## src/rtl/ar_arbiter_pkg.sv

```systemverilog
// Shared types and constants for the AR-channel arbiter/router.
// Contents: slave select enum, address map, master tags, FSM state enum,
// inclusive range helper.
package axi_ar_pkg;

  localparam int unsigned AXI_ID_BITS   = 4;
  localparam int unsigned AXI_IDS_BITS  = 8;
  localparam int unsigned AXI_ADDR_BITS = 32;
  localparam int unsigned NUM_M         = 2;
  localparam int unsigned NUM_S         = 7;  // six slaves plus the default slave

  typedef enum logic [2:0] {S0, S1, S2, S3, S4, S5, SDEFAULT} slave_e;

  localparam logic [AXI_ADDR_BITS-1:0] S0_BASE  = 32'h0000_0000;
  localparam logic [AXI_ADDR_BITS-1:0] S0_LIMIT = 32'h0000_1FFF;
  localparam logic [AXI_ADDR_BITS-1:0] S1_BASE  = 32'h0001_0000;
  localparam logic [AXI_ADDR_BITS-1:0] S1_LIMIT = 32'h0001_FFFF;
  localparam logic [AXI_ADDR_BITS-1:0] S2_BASE  = 32'h0002_0000;
  localparam logic [AXI_ADDR_BITS-1:0] S2_LIMIT = 32'h0002_FFFF;
  localparam logic [AXI_ADDR_BITS-1:0] S3_BASE  = 32'h1000_0000;
  localparam logic [AXI_ADDR_BITS-1:0] S3_LIMIT = 32'h1000_03FF;
  localparam logic [AXI_ADDR_BITS-1:0] S4_BASE  = 32'h1001_0000;
  localparam logic [AXI_ADDR_BITS-1:0] S4_LIMIT = 32'h1001_03FF;
  localparam logic [AXI_ADDR_BITS-1:0] S5_BASE  = 32'h2000_0000;
  localparam logic [AXI_ADDR_BITS-1:0] S5_LIMIT = 32'h201F_FFFF;

  // One-hot master tag carried in the extended slave-side ID
  localparam logic [1:0] TAG_M0 = 2'b01;
  localparam logic [1:0] TAG_M1 = 2'b10;

  typedef enum logic {IDLE, BUSY} state_e;

  // Inclusive address range test
  function automatic logic in_range(input logic [AXI_ADDR_BITS-1:0] addr,
                                    input logic [AXI_ADDR_BITS-1:0] base,
                                    input logic [AXI_ADDR_BITS-1:0] limit);
    return (addr >= base) && (addr <= limit);
  endfunction

endpackage

```

## src/rtl/ar_arbiter_if.sv

```systemverilog
// AR-channel bundle between the two masters, the arbiter and the seven slaves.
// Master index 0/1 = M0/M1; slave index 0..5 = S0..S5, 6 = default slave.
// m_*: master AR request, arready back, R-channel completion observation.
// s_*: routed AR request to each slave, arready from each slave.
// Modport slave is the arbiter's view; modport master is the surrounding
// environment that drives requests and slave readies.
interface ar_arbiter_if
  import axi_ar_pkg::*;
#(
  parameter int unsigned ID_W   = AXI_ID_BITS,
  parameter int unsigned IDS_W  = AXI_IDS_BITS,
  parameter int unsigned ADDR_W = AXI_ADDR_BITS
);
  logic [NUM_M-1:0][ID_W-1:0]   m_arid;
  logic [NUM_M-1:0][ADDR_W-1:0] m_araddr;
  logic [NUM_M-1:0][3:0]        m_arlen;
  logic [NUM_M-1:0][2:0]        m_arsize;
  logic [NUM_M-1:0][1:0]        m_arburst;
  logic [NUM_M-1:0]             m_arvalid;
  logic [NUM_M-1:0]             m_arready;
  logic [NUM_M-1:0]             m_rvalid;
  logic [NUM_M-1:0]             m_rready;
  logic [NUM_M-1:0]             m_rlast;

  logic [NUM_S-1:0][IDS_W-1:0]  s_arid;
  logic [NUM_S-1:0][ADDR_W-1:0] s_araddr;
  logic [NUM_S-1:0][3:0]        s_arlen;
  logic [NUM_S-1:0][2:0]        s_arsize;
  logic [NUM_S-1:0][1:0]        s_arburst;
  logic [NUM_S-1:0]             s_arvalid;
  logic [NUM_S-1:0]             s_arready;

  modport slave (
    input  m_arid, m_araddr, m_arlen, m_arsize, m_arburst, m_arvalid,
    input  m_rvalid, m_rready, m_rlast,
    output m_arready,
    output s_arid, s_araddr, s_arlen, s_arsize, s_arburst, s_arvalid,
    input  s_arready
  );

  modport master (
    output m_arid, m_araddr, m_arlen, m_arsize, m_arburst, m_arvalid,
    output m_rvalid, m_rready, m_rlast,
    input  m_arready,
    input  s_arid, s_araddr, s_arlen, s_arsize, s_arburst, s_arvalid,
    output s_arready
  );
endinterface

```

## src/rtl/ar_addr_decode.sv

```systemverilog
// Combinational address decoder: ARADDR -> target slave.
// Ports: addr (in, ADDR_W), slv_c (out, slave_e; SDEFAULT when unmapped).
module ar_addr_decode
  import axi_ar_pkg::*;
#(
  parameter int unsigned ADDR_W = AXI_ADDR_BITS
) (
  input  logic [ADDR_W-1:0] addr,
  output slave_e            slv_c
);

  logic [AXI_ADDR_BITS-1:0] a;
  assign a = AXI_ADDR_BITS'(addr);

  always_comb begin
    slv_c = SDEFAULT;
    if      (in_range(a, S0_BASE, S0_LIMIT)) slv_c = S0;
    else if (in_range(a, S1_BASE, S1_LIMIT)) slv_c = S1;
    else if (in_range(a, S2_BASE, S2_LIMIT)) slv_c = S2;
    else if (in_range(a, S3_BASE, S3_LIMIT)) slv_c = S3;
    else if (in_range(a, S4_BASE, S4_LIMIT)) slv_c = S4;
    else if (in_range(a, S5_BASE, S5_LIMIT)) slv_c = S5;
  end

endmodule

```

## src/rtl/ar_arbiter.sv

```systemverilog
// AR-channel arbiter/router: round-robin between M0/M1, address decode to
// S0..S5/default, extended ID {tag, ARID}, one outstanding read per master.
// Ports: clk, rst (sync, active-low), bus (ar_arbiter_if.slave).
module ar_arbiter
  import axi_ar_pkg::*;
#(
  parameter int unsigned ID_W   = AXI_ID_BITS,
  parameter int unsigned IDS_W  = AXI_IDS_BITS,
  parameter int unsigned ADDR_W = AXI_ADDR_BITS
) (
  input logic        clk,
  input logic        rst,
  ar_arbiter_if.slave bus
);

  state_e           state_q, state_d;
  logic             gnt_m_q, gnt_m_d;
  slave_e           gnt_s_q, gnt_s_d;
  logic             last_m_q, last_m_d;   // master granted most recently
  logic [NUM_M-1:0] outst_q, outst_d;

  logic [NUM_M-1:0] elig_c;
  logic             cand_c;
  slave_e           cand_s_c;

  logic [NUM_S-1:0][IDS_W-1:0]  s_arid_c;
  logic [NUM_S-1:0][ADDR_W-1:0] s_araddr_c;
  logic [NUM_S-1:0][3:0]        s_arlen_c;
  logic [NUM_S-1:0][2:0]        s_arsize_c;
  logic [NUM_S-1:0][1:0]        s_arburst_c;
  logic [NUM_S-1:0]             s_arvalid_c;
  logic [NUM_M-1:0]             m_arready_c;

  // Candidate master: the one not granted last when both are eligible
  always_comb begin
    elig_c = bus.m_arvalid & ~outst_q;
    if (&elig_c) cand_c = ~last_m_q;
    else         cand_c = elig_c[1];
  end

  ar_addr_decode #(.ADDR_W(ADDR_W)) u_dec (
    .addr  (bus.m_araddr[cand_c]),
    .slv_c (cand_s_c)
  );

  // Next state, routing and completion tracking
  always_comb begin
    state_d     = state_q;
    gnt_m_d     = gnt_m_q;
    gnt_s_d     = gnt_s_q;
    last_m_d    = last_m_q;
    s_arid_c    = '0;
    s_araddr_c  = '0;
    s_arlen_c   = '0;
    s_arsize_c  = '0;
    s_arburst_c = '0;
    s_arvalid_c = '0;
    m_arready_c = '0;
    outst_d     = outst_q & ~(bus.m_rvalid & bus.m_rready & bus.m_rlast);

    case (state_q)
      IDLE: begin
        if (|elig_c) begin
          state_d = BUSY;
          gnt_m_d = cand_c;
          gnt_s_d = cand_s_c;
        end
      end
      BUSY: begin
        s_arvalid_c[gnt_s_q] = bus.m_arvalid[gnt_m_q];
        s_arid_c[gnt_s_q]    = IDS_W'({(gnt_m_q ? TAG_M1 : TAG_M0), bus.m_arid[gnt_m_q]});
        s_araddr_c[gnt_s_q]  = bus.m_araddr[gnt_m_q];
        s_arlen_c[gnt_s_q]   = bus.m_arlen[gnt_m_q];
        s_arsize_c[gnt_s_q]  = bus.m_arsize[gnt_m_q];
        s_arburst_c[gnt_s_q] = bus.m_arburst[gnt_m_q];
        m_arready_c[gnt_m_q] = bus.s_arready[gnt_s_q];
        // A dropped ARVALID leaves the grant in place and sets nothing
        if (bus.m_arvalid[gnt_m_q] && bus.s_arready[gnt_s_q]) begin
          state_d          = IDLE;
          outst_d[gnt_m_q] = 1'b1;
          last_m_d         = gnt_m_q;
        end
      end
      default: state_d = IDLE;
    endcase
  end

  // State registers; reset favours M0 by marking M1 as last granted
  always_ff @(posedge clk) begin
    if (!rst) begin
      state_q  <= IDLE;
      gnt_m_q  <= 1'b0;
      gnt_s_q  <= S0;
      last_m_q <= 1'b1;
      outst_q  <= '0;
    end else begin
      state_q  <= state_d;
      gnt_m_q  <= gnt_m_d;
      gnt_s_q  <= gnt_s_d;
      last_m_q <= last_m_d;
      outst_q  <= outst_d;
    end
  end

  assign bus.s_arid    = s_arid_c;
  assign bus.s_araddr  = s_araddr_c;
  assign bus.s_arlen   = s_arlen_c;
  assign bus.s_arsize  = s_arsize_c;
  assign bus.s_arburst = s_arburst_c;
  assign bus.s_arvalid = s_arvalid_c;
  assign bus.m_arready = m_arready_c;

endmodule
```

## src/flat_wrapper.sv

```systemverilog
// flat-port wrapper written by rule: the top's interface ports become plain ports
module ar_arbiter_flat import axi_ar_pkg::*;
#(
  parameter int unsigned ID_W   = AXI_ID_BITS,
  parameter int unsigned IDS_W  = AXI_IDS_BITS,
  parameter int unsigned ADDR_W = AXI_ADDR_BITS
)
  (clk, rst, bus_m_arid, bus_m_araddr, bus_m_arlen, bus_m_arsize, bus_m_arburst, bus_m_arvalid, bus_m_rvalid, bus_m_rready, bus_m_rlast, bus_m_arready, bus_s_arid, bus_s_araddr, bus_s_arlen, bus_s_arsize, bus_s_arburst, bus_s_arvalid, bus_s_arready);
  ar_arbiter_if #(.ID_W(ID_W), .IDS_W(IDS_W), .ADDR_W(ADDR_W)) bus_i ();
  input logic clk;
  input logic rst;
  input wire logic [$bits(bus_i.m_arid)-1:0] bus_m_arid;
  input wire logic [$bits(bus_i.m_araddr)-1:0] bus_m_araddr;
  input wire logic [$bits(bus_i.m_arlen)-1:0] bus_m_arlen;
  input wire logic [$bits(bus_i.m_arsize)-1:0] bus_m_arsize;
  input wire logic [$bits(bus_i.m_arburst)-1:0] bus_m_arburst;
  input wire logic [$bits(bus_i.m_arvalid)-1:0] bus_m_arvalid;
  input wire logic [$bits(bus_i.m_rvalid)-1:0] bus_m_rvalid;
  input wire logic [$bits(bus_i.m_rready)-1:0] bus_m_rready;
  input wire logic [$bits(bus_i.m_rlast)-1:0] bus_m_rlast;
  output wire logic [$bits(bus_i.m_arready)-1:0] bus_m_arready;
  output wire logic [$bits(bus_i.s_arid)-1:0] bus_s_arid;
  output wire logic [$bits(bus_i.s_araddr)-1:0] bus_s_araddr;
  output wire logic [$bits(bus_i.s_arlen)-1:0] bus_s_arlen;
  output wire logic [$bits(bus_i.s_arsize)-1:0] bus_s_arsize;
  output wire logic [$bits(bus_i.s_arburst)-1:0] bus_s_arburst;
  output wire logic [$bits(bus_i.s_arvalid)-1:0] bus_s_arvalid;
  input wire logic [$bits(bus_i.s_arready)-1:0] bus_s_arready;
  assign bus_i.m_arid = bus_m_arid;
  assign bus_i.m_araddr = bus_m_araddr;
  assign bus_i.m_arlen = bus_m_arlen;
  assign bus_i.m_arsize = bus_m_arsize;
  assign bus_i.m_arburst = bus_m_arburst;
  assign bus_i.m_arvalid = bus_m_arvalid;
  assign bus_i.m_rvalid = bus_m_rvalid;
  assign bus_i.m_rready = bus_m_rready;
  assign bus_i.m_rlast = bus_m_rlast;
  assign bus_m_arready = bus_i.m_arready;
  assign bus_s_arid = bus_i.s_arid;
  assign bus_s_araddr = bus_i.s_araddr;
  assign bus_s_arlen = bus_i.s_arlen;
  assign bus_s_arsize = bus_i.s_arsize;
  assign bus_s_arburst = bus_i.s_arburst;
  assign bus_s_arvalid = bus_i.s_arvalid;
  assign bus_i.s_arready = bus_s_arready;
  ar_arbiter #(.ID_W(ID_W), .IDS_W(IDS_W), .ADDR_W(ADDR_W)) u_core (.clk(clk), .rst(rst), .bus(bus_i));
endmodule
```

## config.mk

```make
export PLATFORM = sky130hd
export DESIGN_NAME = ar_arbiter_flat
export DESIGN_NICKNAME = d
export VERILOG_FILES = /design/src/rtl/ar_arbiter_pkg.sv /design/src/rtl/ar_arbiter_if.sv /design/src/rtl/ar_addr_decode.sv /design/src/rtl/ar_arbiter.sv /design/src/flat_wrapper.sv
export SDC_FILE = /design/constraint.sdc
export NUM_CORES = 1
export LEC_CHECK = 0
export ABC_AREA = 1
export ABC_CLOCK_PERIOD_IN_PS = 2800
export CAP_MARGIN = 20
export CORE_AREA = 2 2 179 181
export CTS_BUF_LIST = sky130_fd_sc_hd__clkbuf_4 sky130_fd_sc_hd__clkbuf_8
export DETAILED_ROUTE_END_ITERATION = 6
export DIE_AREA = 0 0 181 183
export SLEW_MARGIN = 20
export SYNTH_ARGS = -nofsm -noshare
export SYNTH_HDL_FRONTEND = slang
export SYNTH_HIERARCHICAL = 1
export SYNTH_SLANG_ARGS = --single-unit
```

## constraint.sdc

```tcl
create_clock -name clk -period 2.8 [get_ports clk]
set_input_delay 0.42 -clock clk [delete_from_list [all_inputs] [get_ports clk]]
set_output_delay 0.42 -clock clk [all_outputs]
set_load 0.02 [all_outputs]
```

# ---- Word-level counts from Yosys, hierarchy flattened
# Index checks and enable logic that the tools add are counted.
dict set report word_totals {
  ff_bits 8
  latch_bits 0
  mem_bits_rw 0
  mem_bits_ro 0
  mem_count 0
}
dict set report op_classes {
  n_addsub 0
  mul 0
  div_mod_pow 0
  n_lt_le_gt_ge 17
  n_eq_ne 0
  n_shift 0
  muxes 50
  bitwise_logic 16
  n_reduce_logical 13
}
# op n
set ops {}
lappend ops {{$and 224x224->224} 1}
lappend ops {{$mux 224} 1}
lappend ops {{$mux 32} 5}
lappend ops {{$demux 32 s3} 1}
lappend ops {{$ge 32x29->1 const B} 2}
lappend ops {{$le 32x29->1 const B} 2}
lappend ops {{$and 54x56->56} 1}
lappend ops {{$mux 56} 1}
lappend ops {{$ge 32x1->1 const B} 1}
lappend ops {{$ge 32x17->1 const B} 1}
lappend ops {{$ge 32x18->1 const B} 1}
lappend ops {{$ge 32x30->1 const B} 1}
lappend ops {{$le 32x13->1 const B} 1}
lappend ops {{$le 32x17->1 const B} 1}
lappend ops {{$le 32x18->1 const B} 1}
lappend ops {{$le 32x30->1 const B} 1}
lappend ops {{$and 28x28->28} 1}
lappend ops {{$mux 28} 1}
lappend ops {{$demux 8 s3} 1}
lappend ops {{$and 21x21->21} 1}
lappend ops {{$mux 21} 1}
lappend ops {{$mux 3} 7}
lappend ops {{$mux 4} 5}
lappend ops {{$mux 2} 9}
lappend ops {{other kinds (24)} 48}

# ---- Logic depth before layout (Yosys ltp)
dict set report depth {
  word_depth 14
  depth_mapped 18
  ltp_nobuf 17
}

# ---- By module
# Netlist, hierarchy kept.
# mod n_inst cells_each area_per_inst_um2 seq_area_each_um2
set modules_own_cells {}
lappend modules_own_cells {ar_arbiter 1 682 3074.2 160.2}
lappend modules_own_cells {ar_addr_decode 1 81 409.1 0.0}

# ---- Least setup slack after synthesis
# OpenSTA, ideal clock, no wires.
dict set report synth_path {
  kind {input -> register}
  startpoint {in bus_m_arvalid[1]}
  endpoint {reg u_core.gnt_s_q[1]}
  setup_time_ns 0.121
  arrival_ns 2.112
  required_ns 2.679
  setup_slack_ns 0.567
  stages 15
  path_buffers 1
  cell_sequence {inv_1 > or2_1 > inv_1 > nand2_2 > clkbuf_1 > o21ai_0 > nand3_1 > nor2_2 > nand2_1 > nand2_1 > nand3_2 > nand2_1 > nor2_2 > o21ai_0 > a21oi_1}
}
dict set report synth_via {
  elab_chain_cells 13
}
# element line
set synth_lines {}
lappend synth_lines {{start, declared} flat_wrapper.sv:17} ;# input wire logic [$bits(bus_i.m_arvalid)-1:0] bus_m_arvalid;
lappend synth_lines {{$and 2x2->2 *} ar_arbiter.sv:36} ;# elig_c = bus.m_arvalid & ~outst_q;
lappend synth_lines {{$reduce_and 2->1} ar_arbiter.sv:37} ;# if (&elig_c) cand_c = ~last_m_q;
lappend synth_lines {{$mux 1 *} ar_arbiter.sv:37}
lappend synth_lines {{$mux 32 (implied by the code) * (2 in a row)} ar_arbiter.sv:42} ;# .addr (bus.m_araddr[cand_c]),
lappend synth_lines {{$ge 32x30->1 / $le 32x30->1 (equally long branches)} ar_arbiter_pkg.sv:37} ;# return (addr >= base) && (addr <= limit);
lappend synth_lines {{$logic_and 1x1->1} ar_arbiter_pkg.sv:37}
lappend synth_lines {{$mux 2} ar_addr_decode.sv:22} ;# else if (in_range(a, S5_BASE, S5_LIMIT)) slv_c = S5;
lappend synth_lines {{$mux 2} ar_addr_decode.sv:21} ;# else if (in_range(a, S4_BASE, S4_LIMIT)) slv_c = S4;
lappend synth_lines {{$mux 3} ar_addr_decode.sv:20} ;# else if (in_range(a, S3_BASE, S3_LIMIT)) slv_c = S3;
lappend synth_lines {{$mux 3} ar_addr_decode.sv:19} ;# else if (in_range(a, S2_BASE, S2_LIMIT)) slv_c = S2;
lappend synth_lines {{$mux 3} ar_addr_decode.sv:18} ;# else if (in_range(a, S1_BASE, S1_LIMIT)) slv_c = S1;
lappend synth_lines {{$mux 3 *} ar_addr_decode.sv:17} ;# if (in_range(a, S0_BASE, S0_LIMIT)) slv_c = S0;
lappend synth_lines {{net u_core.cand_s_c[1]} ar_arbiter.sv:24} ;# slave_e cand_s_c;
lappend synth_lines {{end signal, assigned} ar_arbiter.sv:99} ;# gnt_s_q <= gnt_s_d;
lappend synth_lines {{end, declared} ar_arbiter.sv:18} ;# slave_e gnt_s_q, gnt_s_d;
# The timed path passes the listed nets; every way through them passes the cells marked *. The select of a mux whose other input is x is not followed.
# A chain may end at the register's enable or synchronous reset.

# ---- Worst setup path in the final report
dict set report layout_path {
  startpoint {reg u_core.gnt_s_q[0]}
  endpoint {out bus_s_araddr[49]}
}
dict set report layout_via {
  elab_chain_cells 6
}
# element line
set layout_lines {}
lappend layout_lines {{$lt 3x4->1 (implied by the code) / $ge 3x1->1 (equally long branches)} ar_arbiter.sv:72} ;# s_araddr_c[gnt_s_q] = bus.m_araddr[gnt_m_q];
lappend layout_lines {{$logic_and 1x1->1 (implied by the code)} ar_arbiter.sv:72}
lappend layout_lines {{$mux 32 (implied by the code)} ar_arbiter.sv:72}
lappend layout_lines {{$demux 32 s3 *} n/a}
lappend layout_lines {{$and 224x224->224 (no source line) *} n/a}
lappend layout_lines {{$mux 224 *} ar_arbiter.sv:61} ;# case (state_q)
lappend layout_lines {{end, declared} flat_wrapper.sv:23} ;# output wire logic [$bits(bus_i.s_araddr)-1:0] bus_s_araddr;
# Every way passes the cells marked *; elsewhere a longest branch is shown, timed or not.

==> flow_results.org <==
** Status
- The run finished with clean final reports.

** Timing
- Post-route fraction of the period consumed by the critical path :: 94.92%
- The total count of max-transition violations in the final report is 0.
- Between clock sinks in the finished design, the worst skew comes to 4.672 ps.
- Setup total negative slack on the finished layout was measured at 0 ps.
- Worst Tran Pin Value :: 806.8 ps
- Setup repair after global routing could not meet its margin everywhere.
- Period minus WS final :: 2658 ps
- Setup violations remaining at the end of the flow were counted as 0.
- Max Clk Rate :: 376.3 MHz
- Headroom to the max-slew limit :: 45.86%
- Final hold violation count :: 0

** Final layout
- Net total in the final layout :: 1330
- Antenna diode count :: 0
- Share of post-route cells with drive strength above 1 :: 8.920%
- For this run, the share of the core covered by cells in the final layout is 27.86%.
- Compared with the post-synthesis result, the final layout area differs by 149.7%.
- Filler instances :: 3492

** Run
- Number of max-capacitance violations reported :: 0

** Global route
- Global routing used 13.83% of the available tracks.
- The first global-routing pass estimated 35.73 mm of wire.
- Pin count of the biggest net entering global routing :: 47
- The initial antenna violation count came to 0.
- Vias in the first global route :: 6054
- GR Overflow Total :: 0

** Worst setup path
- The worst setup path is captured at an output pin.
- Critical-path top delay cell :: clkdlybuf4s50_1
- Critical path buffer and inverter count :: 3
- On the worst path, the slowest cell contributes a delay of 640 ps.
- CP Data Required Time :: 2380 ps
- The worst setup path is launched from a register.
- The critical path goes through inv_2, nor3_1, nand2_2, buf_12, nor2_1, clkdlybuf4s50_1.
- Arrival @ worst endpoint :: 2240 ps
- In this run the worst path has a maximum fanout of 31.
- Largest delay share family, worst path :: buffers and inverters
- Crit Path Class :: register to output pin

** Pwr
- Sequential cell fraction of total power :: 8.9%
- Cell area power density :: 194.3 mW/mm^2
- Power share of the clock group :: 9.5%
- Net switching is 51.70% of the power.
- Combinational logic is responsible for 81.6% of the overall power.
- Summed over all cells, the static leakage comes to 0.003587 uW.
- Switching power total :: 873.7 uW
- Internal power comes to 816.2 uW.
- IR analysis of the VDD net gives a maximum drop of 0.1479 mV.

** Drt
- Wirelength per Cell :: 15.48 um
- Uppermost signal routing layer after detailed routing :: met4
- Detailed Route Iter0 Violations :: 363
- Post-detailed-route count of antenna-violating nets :: 0
- Summed over all nets, wire length on met2 after detailed routing comes to 12.63 mm.
- Total DRC errors in the routed layout :: 0
- The routed design uses 1.526 mm of met3 wire.
- The first TritonRoute pass finished after 5 iterations.
- Total via count after detailed routing :: 6386
- Final routed wirelength across all metal layers :: 25.14 mm
- Via-to-Cell Ratio :: 3.932
- After detailed routing, the wire length on met1 is 10.86 mm.

** Placed design
- Once detailed placement completed, the half-perimeter wirelength came to 20.37 mm.
- At the end of routability-driven placement, the weighted congestion stood at 0.7979.
- PortBufs :: 444

** Synth
- Synthesis inferred 8 register bits.
- For this run, the register share of the synthesized area comes to 4.598%.
- Synthesized area per cell :: 4.565 um^2
- The cell count after synthesis came out at 763.
- Yosys printed 6 warnings.
- Number of distinct standard cells referenced by the synthesized netlist :: 27
- Post-synthesis instance area :: 0.003483 mm^2

** Die
- The die is 181 um wide.
- The region available for standard cell placement spans 0.03123 mm^2.
- Total die area :: 0.03312 mm^2
- Number of top-level pins :: 459
- Number of placement rows :: 65
- In this run the vertical extent of the chip is 183 um.
- Once the floorplan was initialized, standard cells occupied 11.15% of the core.

** Clocking
- Clock network latency to the later pin of the worst-skew pair :: 230 ps
- Counting along the longest clock path gives a buffer depth of 2.
- For this design, the sink count on the clock tree is 8.
- CTS built an H-tree with a depth of 1.
- For this design, the CTS-stage hold fixing added 0 buffers.
- Num CTS Buffers :: 3
- Clock tree from TritonCTS :: built
- Clock-pin slew of the registers on the worst-case setup and hold paths :: 50 ps
- In this run the clock root is driven by a clkbuf_8.

** Worst hold path
- Classification of the worst-slack hold path :: register to register
## routing by layer
metal | track usage [%] | vias up
met1 | 17.40 | 2897
met2 | 25.85 | 272
met5 | 0 | -
met4 | 1.236 | 0
li1 | - | 3207
met3 | 1.986 | 10
## power by group through the flow
stage	combinational (uW)	clock, uW	sequential (uW)
after floorplan	686	0	134
after global placement	1360	0	157
after detailed placement	1370	0	156
after CTS	1390	164	151
after global routing	1480	168	153
final	1380	160	150
## final timing paths
check	startpoint	endpoint	slack [ps]	cells after the start
setup / recovery	u_core/gnt_s_q[0]$_SDFFE_PN0P_	bus_s_araddr[49]	140	6
hold / removal	u_core/last_m_q$_SDFFE_PN1P_	u_core/last_m_q$_SDFFE_PN1P_	470	2
setup reg to reg	u_core/outst_q[1]$_SDFF_PN0_	u_core/gnt_s_q[2]$_SDFFE_PN0P_	570	16
hold reg to reg	u_core/last_m_q$_SDFFE_PN1P_	u_core/last_m_q$_SDFFE_PN1P_	470	2
## through the flow
| step | cell area [um^2] | power, uW | setup WS, ps | cells | hold slack, ps |
|---|---|---|---|---|---|
| floorplan | 3532 | 820.5 | 566.9 | 776 | 429.2 |
| global placement | 8600 | 1515 | -175.1 | 1618 | 452.8 |
| detailed placement | 8600 | 1522 | -174.9 | 1618 | 454.1 |
| CTS | 8673 | 1700 | 22.80 | 1623 | 465.3 |
| global route | 8700 | 1804 | -56.78 | 1624 | 495.6 |
| finish | 8700 | 1690 | 142.2 | 1624 | 468.0 |
## Yosys cell counts
master | instances | share of area (%)
inv_2 | 5 | 0.54
nand2_1 | 114 | 12
inv_1 | 70 | 7.5
nand3_2 | 3 | 0.86
buf_4 | 15 | 3.2
nand3b_1 | 1 | 0.22
nor3_2 | 5 | 1.4
mux2i_1 | 7 | 2.0
nor2_2 | 9 | 1.6
nor2_4 | 3 | 0.97
or2_1 | 1 | 0.18
o21ai_1 | 38 | 5.5
o21ai_2 | 1 | 0.25
conb_1 | 1 | 0.11
nor2_1 | 352 | 38
nor3_1 | 6 | 0.86
buf_6 | 9 | 2.9
a21boi_1 | 1 | 0.22
clkbuf_1 | 6 | 0.65
o21ai_0 | 37 | 5.3
a22o_1 | 2 | 0.50
nand2_2 | 9 | 1.6
nand4_1 | 2 | 0.36
dfxtp_1 | 8 | 4.6
a21oi_1 | 7 | 1.0
nand3_1 | 21 | 3.0
buf_2 | 30 | 4.3
## worst reg2reg max path, cell delays in order, from the launching register on
cell,delay [ps]
dfxtp_1,310
or2_1,230
inv_1,80
nand2_2,90
buf_12,170
nand2_1,80
o21ai_1,90
nor2_4,180
nand2_2,90
nor2_4,150
nand3_2,90
nor2_2,110
nand3_1,80
nand2_1,80
nor2_2,50
o21ai_0,180
a21oi_1,60
## timing repair
item,4_1_cts,5_1_grt
resized for setup,2,12
pin swaps,0,2
setup buffers,1,1
endpoints found under the setup margin,11,53
## state kept, by name, summed over array words and instances, names as in the netlist
| register | flops |
|---|---|
| u_core/gnt_s_q | 3 |
| u_core/outst_q | 2 |
| u_core/gnt_m_q | 1 |
| u_core/last_m_q | 1 |
| u_core/state_q | 1 |
## layout by cell type, fill, tap and decap left out, types with 2 or more instances in the layout
cell type,instances
mux2i_1,7
a22o_1,2
conb_1,14
o21ai_0,33
dlymetal6s2s_1,2
nor3_2,5
nor3_1,6
buf_12,7
dfxtp_1,5
nand4_1,2
o21ai_2,4
inv_1,69
o21ai_1,39
buf_4,51
dfxtp_2,2
inv_2,6
nor2_1,350
a21oi_1,7
nand2_2,12
nand2_1,111
nand3_2,3
clkbuf_8,3
nor2_2,11
nand3_1,21
clkdlybuf4s50_1,442
nor2_4,3
## area by class of cell
type | instances | area, um^2 | share of cell area (%)
timing repair buffer | 502 | 4972 | 57.16
multi-input combinational | 633 | 2728 | 31.35
clock buffer | 4 | 48.80 | 0.5609
inverter | 75 | 281.5 | 3.236
tap | 402 | 503.0 | 5.782
sequential | 8 | 166.4 | 1.913
## kinds of logic (layout without fill, tap and decap cells)
logic type / Yosys count / after routing / synth area share (%)
simple gates: 526 / 526 / 61.35
buf+inv: 135 / 581 / 19.18
compound gates: 86 / 86 / 12.75
flops: 8 / 8 / 4.598
mux: 7 / 7 / 2.012
other cells: 1 / 14 / 0.1077
Note: power is estimated with default switching activity, not from simulation.
